--- src/rtl/fetch_unit.sv ---
// ============================================================================
// Module      : fetch_unit
// Description : Instruction fetch stage: owns the PC, reads imem over req/ack,
//               hands words to decode over valid/ready, honours redirects/HALT.
// Revision    : 1.0
// ============================================================================
`default_nettype none

module fetch_unit #(
    parameter logic [31:0] RESET_PC = 32'h0000_0000
) (
    input  logic        clk,
    input  logic        rst_n,
    output logic        imem_req,
    output logic [31:0] imem_addr,
    input  logic        imem_ack,
    input  logic [31:0] imem_rdata,
    output logic        instr_valid,
    output logic [31:0] instr,
    output logic [31:0] instr_pc,
    input  logic        instr_ready,
    input  logic        halt,
    input  logic        br_taken,
    input  logic [31:0] br_target,
    output logic        halted
);

    localparam logic [31:0] C_RESET_PC = {RESET_PC[31:2], 2'b00};

    typedef enum logic [1:0] {
        FETCH  = 2'd0,
        WAIT   = 2'd1,
        HOLD   = 2'd2,
        HALTED = 2'd3
    } state_t;

    state_t      state_q, state_d;
    logic [31:0] pc_q, pc_d;
    logic [31:0] req_addr_q, req_addr_d;
    logic        squash_q, squash_d;
    logic [31:0] instr_q, instr_d;
    logic [31:0] instr_pc_q, instr_pc_d;
    logic        instr_valid_q, instr_valid_d;
    logic        halted_q, halted_d;
    logic        imem_req_q, imem_req_d;

    logic [31:0] target;
    logic        unused_target_bits;

    assign target             = {br_target[31:2], 2'b00};
    assign unused_target_bits = ^br_target[1:0];

    always_comb begin
        state_d       = state_q;
        pc_d          = pc_q;
        req_addr_d    = req_addr_q;
        squash_d      = squash_q;
        instr_d       = instr_q;
        instr_pc_d    = instr_pc_q;
        instr_valid_d = instr_valid_q;
        halted_d      = halted_q;

        case (state_q)
            FETCH: begin
                req_addr_d = pc_q;
                state_d    = WAIT;
                // A redirect here still issues the old address; its data is squashed.
                if (br_taken) begin
                    pc_d     = target;
                    squash_d = 1'b1;
                end
            end
            WAIT: begin
                if (imem_ack) begin
                    if (squash_q || br_taken) begin
                        squash_d = 1'b0;
                        if (br_taken) pc_d = target;
                        state_d = FETCH;
                    end else begin
                        instr_d       = imem_rdata;
                        instr_pc_d    = req_addr_q;
                        pc_d          = req_addr_q + 32'd4;
                        instr_valid_d = 1'b1;
                        state_d       = HOLD;
                    end
                end else if (br_taken) begin
                    pc_d     = target;
                    squash_d = 1'b1;
                end
            end
            HOLD: begin
                if (br_taken) begin
                    pc_d          = target;
                    instr_valid_d = 1'b0;
                    state_d       = FETCH;
                end else if (instr_ready) begin
                    instr_valid_d = 1'b0;
                    if (halt) begin
                        halted_d = 1'b1;
                        state_d  = HALTED;
                    end else begin
                        state_d = FETCH;
                    end
                end
            end
            default: begin
                state_d = HALTED;
            end
        endcase
    end

    // Registered so that the request stays low while reset is held.
    assign imem_req_d = (state_d == FETCH) || (state_d == WAIT);

    always_ff @(posedge clk or negedge rst_n) begin
        if (!rst_n) begin
            state_q       <= FETCH;
            pc_q          <= C_RESET_PC;
            req_addr_q    <= C_RESET_PC;
            squash_q      <= 1'b0;
            instr_q       <= 32'd0;
            instr_pc_q    <= 32'd0;
            instr_valid_q <= 1'b0;
            halted_q      <= 1'b0;
            imem_req_q    <= 1'b0;
        end else begin
            state_q       <= state_d;
            pc_q          <= pc_d;
            req_addr_q    <= req_addr_d;
            squash_q      <= squash_d;
            instr_q       <= instr_d;
            instr_pc_q    <= instr_pc_d;
            instr_valid_q <= instr_valid_d;
            halted_q      <= halted_d;
            imem_req_q    <= imem_req_d;
        end
    end

    assign imem_req    = imem_req_q;
    assign imem_addr   = (state_q == FETCH) ? pc_q : req_addr_q;
    assign instr_valid = instr_valid_q;
    assign instr       = instr_q;
    assign instr_pc    = instr_pc_q;
    assign halted      = halted_q;

endmodule

`default_nettype wire

--- config.mk ---
export PLATFORM = sky130hd
export DESIGN_NAME = fetch_unit
export DESIGN_NICKNAME = d
export VERILOG_FILES = /design/src/rtl/fetch_unit.sv
export SDC_FILE = /design/constraint.sdc
export NUM_CORES = 1
export LEC_CHECK = 0
export ABC_AREA = 1
export BUFFER_PORTS_ARGS = -buffer_cell sky130_fd_sc_hd__buf_2
export CORE_MARGIN = 5
export CORE_UTILIZATION = 49
export CTS_BUF_LIST = sky130_fd_sc_hd__clkbuf_4
export CTS_CLUSTER_DIAMETER = 120
export DETAILED_ROUTE_END_ITERATION = 7
export GPL_TIMING_DRIVEN = 0
export PLACE_DENSITY = 0.88
export SYNTH_ARGS = -nofsm -noshare
export SYNTH_HDL_FRONTEND = slang
export SYNTH_SLANG_ARGS = --single-unit
--- constraint.sdc ---
create_clock -name clk -period 1.3 [get_ports clk]
set_input_delay 0.065 -clock clk [delete_from_list [all_inputs] [get_ports clk]]
set_output_delay 0.065 -clock clk [all_outputs]
set_load 0.1 [all_outputs]
==> results by group, run 1 <==
Yosys
  • Net Count, Synth: 882
  • Top_reg_cell synth: dfrtp_1
  • Synth warn: 0
  • Asr flop ratio synth: 1.00
  • Synth Instances: 811
  • Post-synthesis register bit count: 134
  • Syn_area_per_cell: 7.67 sq um
  • Cell area after synthesis: 6220 sq um
  • Sequential-to-total area share from yosys stat: 0.539
  • Yosys top cell area share: 0.539
  • Cell variety after synth: 29
  • Synth top area cells: dfrtp_1 54%, nand2_1 22%, o21ai_0 6.5%
  • Most common cell in the netlist: nand2_1
  • Largest area contributor in the netlist: dfrtp_1
  • Post-synth EDFFs: 0
  • Synth cell count leaders: 364 x nand2_1, 134 x dfrtp_1, 81 x o21ai_0, 61 x inv_1, 52 x nor2_1

Clock network
  • Number of CTS-inserted buffers: 17
  • Clock sinks: 134
  • H-tree depth: 4
  • Clk Tree Root Cell: clkbuf_4
  • Max Root-Sink Buffers: 2

Run status
  • Stop Error: [ERROR DPL-0038] Utilization greater than 100%, impossible to legalize
  • Stopping stage: global routing
  • Status: did not finish

Placement
  • I/O Buffers: 166
  • Final Wtd Congestion: 0.960
  • Post-DP Area: 7780 sq um
  • Final HPWL DP: 13.8 mm

Die
  • Width of the die: 123 microns
  • Starting density of the core: 0.497
  • Die height: 123 microns
  • IO Pins: 169
  • Rows: 41

Timing
  • Worst-path endpoint after global-route repair_timing: imem_addr[25]
  • WEP type: primary output

Global routing
  • Largest net degree at the start of global routing: 89
## cell families after synthesis
logic type      share of synthesized area
flops                               0.539
buf+inv                            0.0630
compound gates                      0.107
fa+ha+maj                         0.00201
xor+xnor                          0.00282
simple gates                        0.286
## per-stage QoR
stage / setup slack, ps / instances
floorplan: -172 / 811
global placement: -1900 / 1149
detailed placement: -557 / 1150
CTS: -737 / 1307
## what timing repair did
item                                    CTS
pin swaps                                40
endpoints found under the setup margin  228
setup buffers                            39
hold endpoints to repair                201
resized for setup                       548
cloned                                   18
hold buffers                             68
==> run 2, diff against run 1 <==
--- a/config.mk
+++ b/config.mk
@@ -8,12 +8,10 @@
 export ABC_AREA = 1
 export BUFFER_PORTS_ARGS = -buffer_cell sky130_fd_sc_hd__buf_2
 export CORE_MARGIN = 5
-export CORE_UTILIZATION = 49
-export CTS_BUF_LIST = sky130_fd_sc_hd__clkbuf_4
-export CTS_CLUSTER_DIAMETER = 120
+export CORE_UTILIZATION = 35
 export DETAILED_ROUTE_END_ITERATION = 7
 export GPL_TIMING_DRIVEN = 0
-export PLACE_DENSITY = 0.88
+export PLACE_DENSITY_LB_ADDON = 0.15
 export SYNTH_ARGS = -nofsm -noshare
 export SYNTH_HDL_FRONTEND = slang
 export SYNTH_SLANG_ARGS = --single-unit
==> constraint.sdc (replaced) <==
create_clock -name clk -period 1.7 [get_ports clk]
set_input_delay 0.085 -clock clk [delete_from_list [all_inputs] [get_ports clk]]
set_output_delay 0.085 -clock clk [all_outputs]
set_load 0.1 [all_outputs]
==> results by group, run 2 <==
Run status
  • Status: complete, but fails checks (was did not finish)
  • Failing checks: negative setup slack

Yosys
  • Most common cell in the netlist: nand2_1 (unchanged)
  • Net Count, Synth: 882 (unchanged)
  • Cell variety after synth: 29 (unchanged)
  • Cell area after synthesis: 6220 sq um (unchanged)
  • Post-synthesis register bit count: 134 (unchanged)
  • Synth top area cells: dfrtp_1 54%, nand2_1 22%, o21ai_0 6.5% (unchanged)
  • Synth warn: 0 (unchanged)
  • Top_reg_cell synth: dfrtp_1 (unchanged)
  • Synth Instances: 811 (unchanged)
  • Asr flop ratio synth: 1.00 (unchanged)
  • Largest area contributor in the netlist: dfrtp_1 (unchanged)
  • Sequential-to-total area share from yosys stat: 0.539 (unchanged)
  • Yosys top cell area share: 0.539 (unchanged)
  • Syn_area_per_cell: 7.67 sq um (unchanged)
  • Synth cell count leaders: 364 x nand2_1, 134 x dfrtp_1, 81 x o21ai_0, 61 x inv_1, 52 x nor2_1 (unchanged)
  • Post-synth EDFFs: 0 (unchanged)

Clock network
  • H-tree depth: 4 (unchanged)
  • CTS tree: done
  • Clock Latency Late Sink: 420 ps
  • Clk Tree Root Cell: clkbuf_16 (was clkbuf_4)
  • Clock sinks: 134 (unchanged)
  • Number of CTS-inserted buffers: 17 (unchanged)
  • Clock transition at path regs: 60 ps
  • Max Root-Sink Buffers: 2 (unchanged)

Critical path
  • WS Path Type: reg2out
  • Crit path max fanout: 7
  • Critical path required time: 1620 ps
  • CP arrival: 1760 ps
  • CP peak stage delay: 430 ps
  • Setup crit start: state_q[1]
  • Most used cell, CP: buf_12
  • Critical path cell sequence: nor2_4 > buf_12 > clkbuf_16 > nand2_4 > o21ai_4 > buf_12
  • Worst setup EP type: primary output
  • Max stage delay cell, worst path: dfrtp_1
  • Worst r2r src: state_q[0]
  • Setup slack, reg-to-reg: 70 ps
  • Startpoint Class: register

Global routing
  • M2 GR Usage: 0.358
  • GRT Overall Usage: 0.216
  • Largest net degree at the start of global routing: 93
  • Met3 Resource Use GR: 0.0739
  • GR met1 Demand/Resource: 0.267
  • Vias in the first global route: 6600
  • Global-route wire length before repair: 34.4 mm
  • Initial antenna violation count: 4
  • GRT busiest layer: met2
  • Gr ovfl total: 0

Flow run
  • Number of max-cap violations: 0

Drt
  • 1st-iter DRT viols: 360
  • ANT nets after route: 0
  • Via count: 6332
  • Via-to-Cell Ratio: 4.77
  • Drt drc: 0
  • Pre-antenna DRT Iters: 5
  • WL final: 21.8 mm
  • DR WL/cell: 16.4 microns

Timing
  • Slew headroom: 0.643
  • Post-route setup slack: -142 ps
  • Achievable Freq: 543 MHz
  • RSZ-0062 raised after global routing: true
  • Minimum clock period after layout: 1840 ps
  • Max Clock Skew: 4.98 ps
  • Final hold vios: 0
  • # setup viols final: 31
  • Final Cycle Share: 1.08
  • Final slew viol count: 0
  • Worst Max-Slew Pin Slew: 535 ps

Min path
  • Hold crit path type: in2reg
  • Hold path start: br_target[21]

Die
  • IO Pins: 169 (unchanged)
  • Starting density of the core: 0.358 (was 0.497)
  • Die area: 20500 sq um
  • Die height: 143 microns (was 123 microns)
  • Width of the die: 143 microns (was 123 microns)
  • Core area: 17400 sq um
  • Rows: 48 (was 41)

Cells and area
  • Most frequent cells in the layout: 334 x nand2_1, 137 x buf_2, 132 x dfrtp_1
  • Area grow syn2layout: 63.4%
  • # nets final: 1160
  • Commonest non-fill, non-tap cell in the layout: nand2_1
  • Layout cells sized above 1: 0.314

Placement
  • Final Wtd Congestion: 0.825 (was 0.960)
  • Final HPWL DP: 14.6 mm (was 13.8 mm)
  • Dpl ws: -561 ps (was -557 ps)
  • I/O Buffers: 166 (unchanged)
## run 2: cell counts after synthesis
No cell type changed its count.
## run 2: per-stage QoR
step / hold WS, ps / cell area (sq um) / TNS [ps] / utilization / std cells
after global placement: 285 / 7540 / -227390 / 0.435 / 1202
after global routing: 25.6 / 10200 / -5610 / 0.586 / 1327
after floorplan: -211 / 6430 / -5610 / - / 811
after detailed placement: 44.5 / 7580 / -30130 / 0.436 / 1203
final: 8.08 / 10200 / -3300 / 0.586 / 1327
after CTS: 1.27 / 9820 / -3080 / 0.566 / 1312
## run 2: worst paths after layout
kind	end	depth (start not counted)
worst min-delay path	pc_q[21]	4
worst max register to register	pc_q[19]	11
max in group asynchronous	state_q[0]	3
worst min register to register	halted	2
worst max-delay path	imem_addr[21]	6
min in group asynchronous	instr_pc[15]	2
## run 2: area by class of cell
class,instances,area [sq um]
Sequential cell,134,3360
Antenna cell,1,2.50
Timing Repair Buffer,261,2260
Buffer,28,262
Fill cell,1515,7190
Clock inverter,12,228
Clock buffer,19,433
Tap cell,225,282
Multi-Input combinational cell,579,3080
Inverter,68,262
## run 2: metal layers
layer  vias to the layer above  share of wire  wire [microns]
li1                       3121              -               -
met1                      2957           0.42            9150
met2                       209           0.48           10400
met3                        39          0.083            1800
met4                         6          0.020             439
met5                         -         0.0010              22
## run 2: logic make-up (layout without fill, tap and decap cells)
group	Yosys count	count (layout)	synth area share
flops	134	134	0.539
compound gates	122	122	0.107
other cells	0	1	0
xor+xnor	2	2	0.00282
simple gates	454	454	0.286
fa+ha+maj	1	1	0.00201
buf+inv	98	388	0.0630
## run 2: critical path, delay by kind of cell (launching register included)
kind	cells	cell delay (ps)
AOI/OAI and AO/OA	1	90
buffers and inverters	3	540
and+or+nand+nor	2	260
DFF	1	430
## run 2: timing repair
item                                   in CTS  in global routing
endpoints found under the hold margin      96                  0
hold buffers                               55                  0
resized for setup                         213                 66
setup buffers                              20                 16
pin swaps                                   1                  3
cloned                                      3                  0
setup endpoints to repair                 149                106
Power of run 2 is not shown: default switching activity piles up to over one toggle a cycle in this logic, so the estimate is an artifact.
==> run 3, diff against run 2 <==
--- a/config.mk
+++ b/config.mk
@@ -6,9 +6,11 @@
 export NUM_CORES = 1
 export LEC_CHECK = 0
 export ABC_AREA = 1
-export BUFFER_PORTS_ARGS = -buffer_cell sky130_fd_sc_hd__buf_2
+export BUFFER_PORTS_ARGS = -buffer_cell sky130_fd_sc_hd__clkbuf_2
+export CAP_MARGIN = 20
 export CORE_MARGIN = 5
 export CORE_UTILIZATION = 35
+export CTS_BUF_LIST = sky130_fd_sc_hd__clkbuf_8
 export DETAILED_ROUTE_END_ITERATION = 7
 export GPL_TIMING_DRIVEN = 0
 export PLACE_DENSITY_LB_ADDON = 0.15
==> results by group, run 3 (synthesized netlist as in run 2, its figures left out) <==
Run status
  • Status: complete, but fails checks (unchanged)
  • Failing checks: negative setup slack (unchanged)

Timing
  • Worst Max-Slew Pin Slew: 564 ps (was 535 ps)
  • Slew headroom: 0.625 (was 0.643)
  • RSZ-0062 raised after global routing: true (unchanged)
  • Post-route setup slack: -201 ps (was -142 ps)
  • Final slew viol count: 0 (unchanged)
  • Final hold vios: 0 (unchanged)
  • Final Cycle Share: 1.12 (was 1.08)
  • Max Clock Skew: 20.6 ps (was 4.98 ps)
  • # setup viols final: 32 (was 31)
  • Achievable Freq: 526 MHz (was 543 MHz)
  • Minimum clock period after layout: 1900 ps (was 1840 ps)

Critical path
  • WS Path Type: reg2out (unchanged)
  • Reg2reg path depth: 10 (was 11)
  • Startpoint Class: register (unchanged)
  • Most used cell, CP: clkbuf_16 (was buf_12)
  • Worst r2r src: state_q[0] (unchanged)
  • CP arrival: 1820 ps (was 1760 ps)
  • Setup slack, reg-to-reg: 40 ps (was 70 ps)
  • Delay-heaviest family, CP: buffers and inverters (unchanged)
  • Reg2reg end: pc_q[19] (unchanged)
  • CP peak stage delay: 440 ps (was 430 ps)
  • Crit path max fanout: 6 (was 7)
  • Buf/Inv on CP: 3 (unchanged)
  • Critical path required time: 1620 ps (about the same)
  • Max stage delay cell, worst path: dfrtp_2 (was dfrtp_1)
  • Worst setup EP type: primary output (unchanged)
  • Critical path cell sequence: nor2_4 > buf_12 > clkbuf_16 > nand2_4 > o21ai_4 > clkbuf_16 (was nor2_4 > buf_12 > clkbuf_16 > nand2_4 > o21ai_4 > buf_12)

Drt
  • Via-to-Cell Ratio: 4.75 (was 4.77)
  • Drt drc: 0 (unchanged)
  • Pre-antenna DRT Iters: 5 (unchanged)
  • DR WL/cell: 16.5 microns (was 16.4 microns)
  • Via count: 6312 (was 6332)
  • WL final: 21.9 mm (was 21.8 mm)
  • 1st-iter DRT viols: 398 (was 360)
  • ANT nets after route: 0 (unchanged)

Clock network
  • CTS tree: done (unchanged)
  • Clock Latency Late Sink: 460 ps (was 420 ps)
  • Max Root-Sink Buffers: 2 (unchanged)
  • Clock sinks: 134 (unchanged)
  • H-tree depth: 4 (unchanged)
  • Clk Tree Root Cell: clkbuf_8 (was clkbuf_16)
  • Number of CTS-inserted buffers: 17 (unchanged)
  • Clock transition at path regs: 80 ps (was 60 ps)

Cells and area
  • # nets final: 1162 (was 1160)
  • Most frequent cells in the layout: 331 x nand2_1, 141 x clkbuf_2, 131 x dfrtp_1 (was 334 x nand2_1, 137 x buf_2, 132 x dfrtp_1)
  • Final core utilization: 0.583 (was 0.586)
  • N_diodes: 0 (was 1)
  • Filler cells: 1544 (was 1515)
  • Final std cells w/o fill: 1329 (was 1327)
  • Commonest non-fill, non-tap cell in the layout: nand2_1 (unchanged)
  • Area grow syn2layout: 62.7% (was 63.4%)
  • Layout cells sized above 1: 0.322 (was 0.314)

Die
  • Width of the die: 143 microns (unchanged)
  • Core area: 17400 sq um (unchanged)
  • Rows: 48 (unchanged)
  • Die area: 20500 sq um (unchanged)
  • Die height: 143 microns (unchanged)
  • IO Pins: 169 (unchanged)
  • Starting density of the core: 0.358 (unchanged)

Min path
  • Hold path start: imem_ack (was br_target[21])
  • Hold crit path type: in2reg (unchanged)
  • WHS Path Cells: 4 (unchanged)
  • Hold EP: squash_q (was pc_q[21])

Global routing
  • GRT Overall Usage: 0.214 (was 0.216)
  • Initial antenna violation count: 0 (was 4)
  • Gr ovfl total: 0 (unchanged)
  • Global-route wire length before repair: 34.1 mm (was 34.4 mm)
  • Vias in the first global route: 6363 (was 6600)
  • Largest net degree at the start of global routing: 76 (was 93)

Placement
  • Final HPWL DP: 14.7 mm (was 14.6 mm)
  • Placed Instances: 1203 (unchanged)
  • Final Wtd Congestion: 0.823 (was 0.825)
  • I/O Buffers: 166 (unchanged)

Flow run
  • Number of max-cap violations: 0 (unchanged)
## run 3: cell types whose count changed in the layout (fill, tap and decap cells not counted), moves of 4 or more
cell       before  now
o21ai_4        30   26
buf_12         34    3
buf_6           4    9
clkbuf_1        6    2
clkbuf_8        2   19
buf_4          37   31
nand2_2         7   18
buf_2         137    3
clkbuf_2        6  141
clkbuf_16      23   38
nand2_4        26   16
## run 3: area by class of cell
class	count	area (sq um)	share of cell area
Buffer	29	295	0.0292
Clock buffer	17	234	0.0231
Clock inverter	15	201	0.0199
Inverter	68	269	0.0266
Multi-Input combinational cell	579	3030	0.299
Sequential cell	134	3360	0.332
Tap cell	225	282	0.0278
Timing Repair Buffer	262	2460	0.243
## run 3: worst max path at each step
stage               startpoint       endpoint  slack (ps)  depth (start not counted)
finish              state_q[1]  imem_addr[25]        -200                          6
global route        state_q[1]  imem_addr[18]        -270                          6
CTS                 state_q[1]  imem_addr[13]        -210                          7
detailed placement  state_q[1]  imem_addr[10]        -620                          6
global placement         rst_n      instr[10]       -1860                          1
floorplan           state_q[1]  req_addr_q[9]        -210                          4
## run 3: per-layer routing
layer  routed length [microns]  GRT usage
met3                      1670     0.0652
met1                      9470      0.275
met2                     10400      0.347
met5                         0          0
met4                       364     0.0684
## run 3: repair_timing
item | CTS | global route
gates cloned | 3 | 2
endpoints found under the hold margin | 117 | 0
hold buffers | 57 | 0
gates resized for setup | 168 | 81
setup buffers | 8 | 25
endpoints found under the setup margin | 151 | 117
pin swaps | 1 | 3
## run 3: worst reg2reg max path: cells and delay by family, from the launching register on
family | cells | cell delay [ps]
buf+inv | 4 | 530
flops | 1 | 420
simple gates | 4 | 350
compound gates | 2 | 300
## run 3: per-stage QoR
step	setup WS [ps]	hold WS (ps)	cell area [sq um]	setup TNS [ps]
floorplan	-207	-211	6430	-5610
global placement	-1860	286	7540	-278510
detailed placement	-618	116	7580	-33180
CTS	-212	16.0	9610	-5780
global route	-266	33.6	10100	-7770
finish	-201	20.1	10100	-5400
Power of run 3 is left out for the same reason.
==> run 4, diff against run 3 <==
--- a/config.mk
+++ b/config.mk
@@ -5,12 +5,13 @@
 export SDC_FILE = /design/constraint.sdc
 export NUM_CORES = 1
 export LEC_CHECK = 0
-export ABC_AREA = 1
+export ABC_AREA = 0
 export BUFFER_PORTS_ARGS = -buffer_cell sky130_fd_sc_hd__clkbuf_2
 export CAP_MARGIN = 20
 export CORE_MARGIN = 5
 export CORE_UTILIZATION = 35
 export CTS_BUF_LIST = sky130_fd_sc_hd__clkbuf_8
+export CTS_CLUSTER_SIZE = 40
 export DETAILED_ROUTE_END_ITERATION = 7
 export GPL_TIMING_DRIVEN = 0
 export PLACE_DENSITY_LB_ADDON = 0.15
==> results by group, run 4 <==
Yosys
  • Syn_area_per_cell: 9.82 sq um (was 7.67 sq um)
  • Cell variety after synth: 43 (was 29)
  • Synth cell count leaders: 219 x nand2_1, 134 x dfrtp_1, 33 x o21ai_0, 29 x mux2_2, 20 x nor2_1 (was 364 x nand2_1, 134 x dfrtp_1, 81 x o21ai_0, 61 x inv_1, 52 x nor2_1)
  • Most common cell in the netlist: nand2_1 (unchanged)
  • Yosys top cell area share: 0.569 (was 0.539)
  • Top_reg_cell synth: dfrtp_1 (unchanged)
  • Cell area after synthesis: 5890 sq um (was 6220 sq um)
  • Largest area contributor in the netlist: dfrtp_1 (unchanged)
  • Net Count, Synth: 671 (was 882)
  • Sequential-to-total area share from yosys stat: 0.569 (was 0.539)
  • Synth Instances: 600 (was 811)
  • Post-synth EDFFs: 0 (unchanged)
  • Synth top area cells: dfrtp_1 57%, nand2_1 14%, mux2_2 5.5% (was dfrtp_1 54%, nand2_1 22%, o21ai_0 6.5%)
  • Synth warn: 0 (unchanged)
  • Asr flop ratio synth: 1.00 (unchanged)
  • Post-synthesis register bit count: 134 (unchanged)

Flow run
  • Number of max-cap violations: 0 (unchanged)

Global routing
  • GRT Overall Usage: 0.198 (was 0.214)
  • Global-route wire length before repair: 30.9 mm (was 34.1 mm)
  • Largest net degree at the start of global routing: 109 (was 76)
  • Initial antenna violation count: 0 (unchanged)
  • Vias in the first global route: 5634 (was 6363)
  • Gr ovfl total: 0 (unchanged)

Timing
  • Final hold vios: 0 (unchanged)
  • Final slew viol count: 0 (unchanged)
  • Final Cycle Share: 1.14 (was 1.12)
  • RSZ-0062 raised after global routing: true (unchanged)
  • Max Clock Skew: 7.62 ps (was 20.6 ps)
  • Setup TNS: -8850 ps (was -5400 ps)
  • # setup viols final: 51 (was 32)
  • Achievable Freq: 515 MHz (was 526 MHz)
  • Minimum clock period after layout: 1940 ps (was 1900 ps)
  • Worst hold slack: 97.0 ps (was 20.1 ps)
  • Post-route setup slack: -242 ps (was -201 ps)
  • Worst Max-Slew Pin Slew: 559 ps (was 564 ps)
  • Slew headroom: 0.627 (was 0.625)

Critical path
  • Buf/Inv on CP: 3 (unchanged)
  • Crit path max fanout: 10 (was 6)
  • Critical path cell sequence: nor2_4 > buf_12 > buf_12 > mux2_4 > clkbuf_16 (was nor2_4 > buf_12 > clkbuf_16 > nand2_4 > o21ai_4 > clkbuf_16)
  • CP arrival: 1860 ps (was 1820 ps)
  • Max stage delay cell, worst path: dfrtp_2 (unchanged)
  • Critical path required time: 1620 ps (about the same)
  • WS Path Type: reg2out (unchanged)
  • Worst setup EP type: primary output (unchanged)
  • Startpoint Class: register (unchanged)
  • Most used cell, CP: buf_12 (was clkbuf_16)
  • CP peak stage delay: 440 ps (about the same)
  • Delay-heaviest family, CP: buffers and inverters (unchanged)

Die
  • Core area: 16500 sq um (was 17400 sq um)
  • IO Pins: 169 (unchanged)
  • Die height: 140 microns (was 143 microns)
  • Rows: 47 (was 48)
  • Die area: 19500 sq um (was 20500 sq um)
  • Width of the die: 140 microns (was 143 microns)
  • Starting density of the core: 0.357 (was 0.358)

Clock network
  • Clock sinks: 134 (unchanged)
  • Clk Tree Root Cell: clkbuf_8 (unchanged)
  • Clock Latency Late Sink: 450 ps (was 460 ps)
  • CTS tree: done (unchanged)
  • Number of CTS-inserted buffers: 17 (unchanged)
  • H-tree depth: 4 (unchanged)
  • Max Root-Sink Buffers: 2 (unchanged)
  • Clock transition at path regs: 70 ps (was 80 ps)

Run status
  • Failing checks: negative setup slack (unchanged)
  • Status: complete, but fails checks (unchanged)

Drt
  • DR WL/cell: 17.2 microns (was 16.5 microns)
  • Drt drc: 0 (unchanged)
  • Via-to-Cell Ratio: 4.85 (was 4.75)
  • ANT nets after route: 0 (unchanged)
  • 1st-iter DRT viols: 284 (was 398)
  • Via count: 5551 (was 6312)
  • Pre-antenna DRT Iters: 6 (was 5)
  • WL final: 19.7 mm (was 21.9 mm)

Placement
  • Final Wtd Congestion: 0.772 (was 0.823)
  • I/O Buffers: 166 (unchanged)
  • Dpl ws: -442 ps (was -618 ps)
  • Final HPWL DP: 12.7 mm (was 14.7 mm)

Cells and area
  • Layout cells sized above 1: 0.429 (was 0.322)
  • Area grow syn2layout: 70.6% (was 62.7%)
  • Most frequent cells in the layout: 205 x nand2_1, 139 x clkbuf_2, 121 x dfrtp_1 (was 331 x nand2_1, 141 x clkbuf_2, 131 x dfrtp_1)
  • Commonest non-fill, non-tap cell in the layout: nand2_1 (unchanged)
  • # nets final: 982 (was 1162)

Min path
  • Hold crit path type: in2async (was in2reg)
-- run 4: cell types whose count changed after synthesis, sizes merged, moves of 14 or more --
cell	before	now
o21ai	90	35
nand3	26	12
nand2	367	219
mux2	0	29
nor2	54	21
inv	64	7
a22oi	1	15
-- run 4: kinds of logic after synthesis --
group / after synthesis / synth area share
xor gates and xnor gates: 24 / 0.0357
buffers and inverters: 41 / 0.0302
DFF: 134 / 0.569
AOI/OAI and AO/OA: 81 / 0.0852
muxes: 31 / 0.0588
adders and majority gates: 1 / 0.00212
and+or+nand+nor: 288 / 0.219
-- run 4: routing by layer --
layer  global-route usage  routed length (microns)  vias to the layer above
met4               0.0627                      333                        0
li1                     -                        -                     2630
met1                0.259                     8600                     2748
met5                    0                        0                        -
met2                0.324                     9880                      149
met3               0.0518                      875                       24
-- run 4: through the flow --
stage / instances / utilization / area [sq um]
2_1_floorplan: 600 / - / 5950
3_3_place_gp: 986 / 0.427 / 7060
4_1_cts: 1123 / 0.582 / 9610
6_report: 1144 / 0.608 / 10100
5_1_grt: 1143 / 0.608 / 10000
3_5_place_dp: 987 / 0.429 / 7090
-- run 4: final timing paths --
check                            from            to  slack, ps  depth (start not counted)
min reg2reg                  instr[7]      instr[7]        480                          2
min in group clk             br_taken   instr_valid        200                          4
max in group asynchronous       rst_n    state_q[1]        780                          3
min                             rst_n      pc_q[11]        100                          2
max                        state_q[0]  imem_addr[6]       -240                          5
max reg2reg                state_q[0]      pc_q[12]       -160                         11
-- run 4: cell type report --
class / instances / area (sq um)
Antenna cell: 1 / 2.50
Buffer: 33 / 360
Clock buffer: 20 / 275
Clock inverter: 11 / 179
Fill cell: 1352 / 6470
Inverter: 7 / 26.3
Multi-Input combinational cell: 425 / 2790
Sequential cell: 134 / 3370
Tap cell: 220 / 275
Timing Repair Buffer: 293 / 2770
-- run 4: what timing repair did --
item,in CTS,in global routing
hold buffers,66,0
endpoints found under the setup margin,154,129
pin swaps,14,27
buffers inserted,35,23
hold endpoints to repair,199,0
gates resized for setup,227,78
cloned,5,0
-- run 4: worst reg2reg max path, cell delays in order (launching register included) --
cell      delay (ps)
dfrtp_2          410
buf_6            120
buf_6             80
nand3b_1         180
nor3_4           210
buf_6            130
buf_6             90
nor2_4            40
buf_12           130
buf_16           130
a22oi_2          140
o21ai_1           80
Power of run 4 is left out for the same reason.
